$ cat config.mk
export PLATFORM = sky130hd
export DESIGN_NAME = serial_adder
export DESIGN_NICKNAME = d
export VERILOG_FILES = /design/src/rtl/adder_pkg.sv /design/src/rtl/full_adder_bit.sv /design/src/rtl/serial_adder.sv
export SDC_FILE = /design/constraint.sdc
export NUM_CORES = 1
export LEC_CHECK = 0
export ABC_CLOCK_PERIOD_IN_PS = 1600
export CORE_MARGIN = 3
export CORE_UTILIZATION = 30
export DETAILED_ROUTE_END_ITERATION = 10
export GPL_ROUTABILITY_DRIVEN = 0
export SLEW_MARGIN = 5
export SYNTH_ARGS = -nofsm -noshare
export SYNTH_HDL_FRONTEND = slang
export SYNTH_SLANG_ARGS = --single-unit
$ cat constraint.sdc
create_clock -name clk -period 1.6 [get_ports clk]
set_clock_uncertainty 0.15 [all_clocks]
set_input_delay 0.32 -clock clk [delete_from_list [all_inputs] [get_ports clk]]
set_output_delay 0.32 -clock clk [all_outputs]
set_load 0.05 [all_outputs]
$ cat src/rtl/adder_pkg.sv
// Shared adder definitions: FSM state encoding, default width
// and the majority helper used by the full-adder cells.
package adder_pkg;

  localparam int ADD_WIDTH_DEF = 8;

  typedef enum logic [1:0] {
    ST_IDLE  = 2'd0,
    ST_SHIFT = 2'd1,
    ST_DONE  = 2'd2
  } state_t;

  function automatic logic maj(
    input logic x,
    input logic y,
    input logic z
  );
    return (x & y) | (x & z) | (y & z);
  endfunction

endpackage

$ cat src/rtl/full_adder_bit.sv
// Single-bit combinational full adder cell.
module full_adder_bit
  import adder_pkg::*;
(
  input  logic a,
  input  logic b,
  input  logic cin,
  output logic s,
  output logic cout
);

  assign s    = a ^ b ^ cin;
  assign cout = maj(a, b, cin);

endmodule

$ cat src/rtl/serial_adder.sv
// Bit-serial adder, LSB first, one full-adder cell plus carry flop.
// Define SERIAL_ADDER_OVF_EN to add the signed-overflow output ovf.
module serial_adder
  import adder_pkg::*;
#(
  parameter  int WIDTH = ADD_WIDTH_DEF,
  localparam int CNT_W = $clog2(WIDTH)
) (
  input  logic             clk,
  input  logic             rst,
  input  logic             start,
  input  logic [WIDTH-1:0] a,
  input  logic [WIDTH-1:0] b,
  input  logic             cin,
  output logic             busy,
  output logic             done,
  output logic [WIDTH-1:0] sum,
  output logic             cout
`ifdef SERIAL_ADDER_OVF_EN
  ,
  output logic             ovf
`endif
);

  state_t state;
  state_t state_nx;

  logic [WIDTH-1:0] a_sr;
  logic [WIDTH-1:0] b_sr;
  logic [WIDTH-1:0] r_sr;
  logic [CNT_W-1:0] cnt;
  logic             c;
  logic             s_bit;
  logic             c_nx;
  logic             last;
  logic             load;
  logic             step;

  full_adder_bit u_fa (
    .a    (a_sr[0]),
    .b    (b_sr[0]),
    .cin  (c),
    .s    (s_bit),
    .cout (c_nx)
  );

  assign last = (cnt == CNT_W'(WIDTH - 1));
  assign load = (state == ST_IDLE) && start;
  assign step = (state == ST_SHIFT);

  always_ff @(posedge clk) begin
    if (rst) begin
      state <= ST_IDLE;
    end else begin
      state <= state_nx;
    end
  end

  always_comb begin
    state_nx = state;
    busy     = 1'b0;
    done     = 1'b0;
    unique case (state)
      ST_IDLE: begin
        if (start) state_nx = ST_SHIFT;
      end
      ST_SHIFT: begin
        busy = 1'b1;
        if (last) state_nx = ST_DONE;
      end
      ST_DONE: begin
        done     = 1'b1;
        state_nx = ST_IDLE;
      end
      default: state_nx = ST_IDLE;
    endcase
  end

  always_ff @(posedge clk) begin
    if (rst) begin
      a_sr <= '0;
      b_sr <= '0;
      r_sr <= '0;
      c    <= 1'b0;
      cnt  <= '0;
    end else if (load) begin
      a_sr <= a;
      b_sr <= b;
      r_sr <= '0;
      c    <= cin;
      cnt  <= '0;
    end else if (step) begin
      a_sr <= a_sr >> 1;
      b_sr <= b_sr >> 1;
      r_sr <= {s_bit, r_sr[WIDTH-1:1]};
      c    <= c_nx;
      if (!last) cnt <= cnt + CNT_W'(1);
    end
  end

  // Results only move on the final bit so partial sums never show.
  always_ff @(posedge clk) begin
    if (rst) begin
      sum  <= '0;
      cout <= 1'b0;
    end else if (step && last) begin
      sum  <= {s_bit, r_sr[WIDTH-1:1]};
      cout <= c_nx;
    end
  end

`ifdef SERIAL_ADDER_OVF_EN
  // c is the carry into the MSB on the final step.
  always_ff @(posedge clk) begin
    if (rst) begin
      ovf <= 1'b0;
    end else if (step && last) begin
      ovf <= c ^ c_nx;
    end
  end
`endif

endmodule

==> summary.txt <==
Outcome - completed
Area growth syn-to-layout - 47.0%
Num CTS Buffers - 5
Buffers and inverters on the worst path - 2
Synth unique cells - 25
Clk buf depth - 2
CP max-delay cell - clkdlybuf4s50_1
Reg area - 766 µm²
Crit-path cells - clkdlybuf4s50_1 -> or3b_1 -> buf_4 -> nor2_1 -> a211oi_1
Post-Route WL - 3.57 mm
Initial Util - 0.319
Min-Delay Path Class - register to register
Global-route wire length before repair - 6.07 mm
Nets - 252
Die height - 78.1 µm
Final hold viol count - 0
Vias per inst - 4.76
Die area - 0.00610 mm²
Drt pass-1 iters - 4
CTS tree - yes
Kind of critical path - primary input to register
CTS H-Tree Depth - 2
Register area share after synthesis - 0.488
Post-CTS Hold Fix Bufs - 0
Max VDD drop - 0.476 mV
Period utilization - 0.970
Largest net degree at the start of global routing - 18
CTS sink cnt - 38
Post-Syn Area - 0.00156 mm²
Prevailing post-synth register cell - dfxtp_1
Flops & latches, synth - 38
Core area - 0.00488 mm²
Total track usage - 0.124
Clk pin slew, worst setup/hold paths - 0.07 ns
Worst relative slew slack - 0.835
Worst-Margin Slew - 0.247 ns
Post-DP HPWL - 2.49 mm
Die width - 78.1 µm
Max-cap viol count - 0
Ports - 31
Site Rows - 25
Placed Area - 0.00210 mm²
HP Start - r_sr[1]
CP Data Required Time - 1.62 ns
Gr ovfl total - 0
Reg2Reg Launch Point - cnt[0]
Vias in the first global route - 1280
Multi-input logic area - 742 µm²
Mean Syn Cell Area - 8.25 µm²
Pleak - 0.834 nW
YS warnings - 0
Hold Crit Depth - 2
Post-synth EDFFs - 0
Initial antenna violation count - 0
Fillcell total - 472
Layout cell share with drive strength beyond 1 - 0.196
Critical Path AT - 1.57 ns
Antenna diode count - 0
Worst skew pair latency - 0.29 ns
Final setup violation count - 0
Achievable clock frequency - 645 MHz
Critical Path Sink Type - register
CP delay by family, top - buffers and inverters
Startpoint Class - primary input
Pins Over Slew Limit - 0
Reg-to-reg endpoint - cnt[0]
CP peak stage delay - 0.50 ns
Synth async-reset ratio - 0
# DRC - 0
Reg2Reg Setup Slack - 0.10 ns
Worst hold path endpoint - r_sr[1]
Clock Tree Root - clkbuf_8
WL per Instance - 12.0 µm
Number of port buffers - 30
Fin Hold WS - 0.305 ns
Most frequent cells in the layout - nand2_1 (39), dfxtp_1 (36), a21oi_1 (30)
Cell Pwr Density - 1010 mW/mm²
Drt initial violations - 88
Syn Inst Count - 189
Min cycle time layout - 1.55 ns
Commonest non-fill, non-tap cell in the layout - nand2_1
Worst reg2reg path depth - 5
Final instance area - 0.00229 mm²
Via count - 1414
Syn_nets - 212
Critical Path Fanout Max - 14
Detail Route Antenna Nets - 0
## flip-flops by register name (all words and copies together) (netlist names)
register,flops
a_sr,8
b_sr,8
sum,8
r_sr,7
cnt,3
state,2
c,1
cout,1
## worst min-delay path, stage by stage, from the launching register on
cell,delay (ns)
dfxtp_1,0.31
nand2_1,0.05
a21oi_1,0.05
## how the worst max path moves through the flow
stage | startpoint | end | slack (ns) | cells after the start
after floorplan | state[0] | busy | 0.10 | 4
after global placement | start | a_sr[5] | -0.24 | 5
after detailed placement | start | a_sr[5] | -0.26 | 5
after CTS | state[1] | done | 0.005 | 3
after global routing | cnt[0] | cnt[0] | -0.008 | 5
final | start | b_sr[4] | 0.05 | 5
## metrics by stage
stage	cells	setup WS [ns]	util	TNS (ns)	power [W]
floorplan	189	0.101	-	0	0.00120
global placement	287	-0.244	0.431	-4.44	0.00132
detailed placement	287	-0.258	0.431	-4.69	0.00132
finish	297	0.0484	0.469	0	0.00232
global route	297	-0.00774	0.469	-0.00774	0.00240
CTS	296	0.00541	0.463	0	0.00233
## cell usage after synthesis (all sizes together), types with 2 or more instances
cell | instances | area, µm²
nand2 | 39 | 146
dfxtp | 38 | 761
a21oi | 30 | 150
nor2 | 22 | 82.6
a211oi | 14 | 105
buf | 11 | 61.3
nand3 | 11 | 55.1
inv | 3 | 11.3
nand2b | 3 | 18.8
clkbuf | 2 | 7.51
ha | 2 | 25.0
nor3b | 2 | 25.0
o21ai | 2 | 10.0
o22ai | 2 | 12.5
o2bb2ai | 2 | 17.5
## per-layer routing
| layer | vias up | wire length (µm) | share of wire | track usage |
|---|---|---|---|---|
| li1 | 729 | - | - | - |
| met1 | 644 | 1760 | 0.49 | 0.164 |
| met2 | 35 | 1560 | 0.44 | 0.191 |
| met3 | 6 | 186 | 0.052 | 0.0344 |
| met4 | 0 | 61 | 0.017 | 0.0472 |
| met5 | - | 0 | 0 | 0 |
## report_power, final
part,total (W),switching [W],internal [W]
sequential,0.00102,0.0000300,0.000989
clock,0.00100,0.000338,0.000665
combinational,0.000295,0.000146,0.000150
## cell families (layout without fill, tap and decap cells)
kind of cell | after synthesis | count (layout) | synth area share
simple gates | 79 | 79 | 0.221
compound gates | 52 | 52 | 0.205
flops | 38 | 38 | 0.488
buf+inv | 16 | 57 | 0.0514
fa+ha+maj | 3 | 3 | 0.0289
xor+xnor | 1 | 1 | 0.00562
## layout make-up
| type | instances | area share |
|---|---|---|
| timing repair buffer | 46 | 0.237 |
| clock inverter | 2 | 0.0262 |
| inverter | 3 | 0.00601 |
| tap | 67 | 0.0366 |
| clock buffer | 6 | 0.0360 |
| multi-input combinational | 135 | 0.324 |
| sequential | 38 | 0.334 |
## repair_timing
item,in CTS,in global routing
resized for setup,3,6
endpoints found under the setup margin,2,15
pin swaps,0,2
setup buffers,1,1
Note: power is estimated with default switching activity, not from simulation.
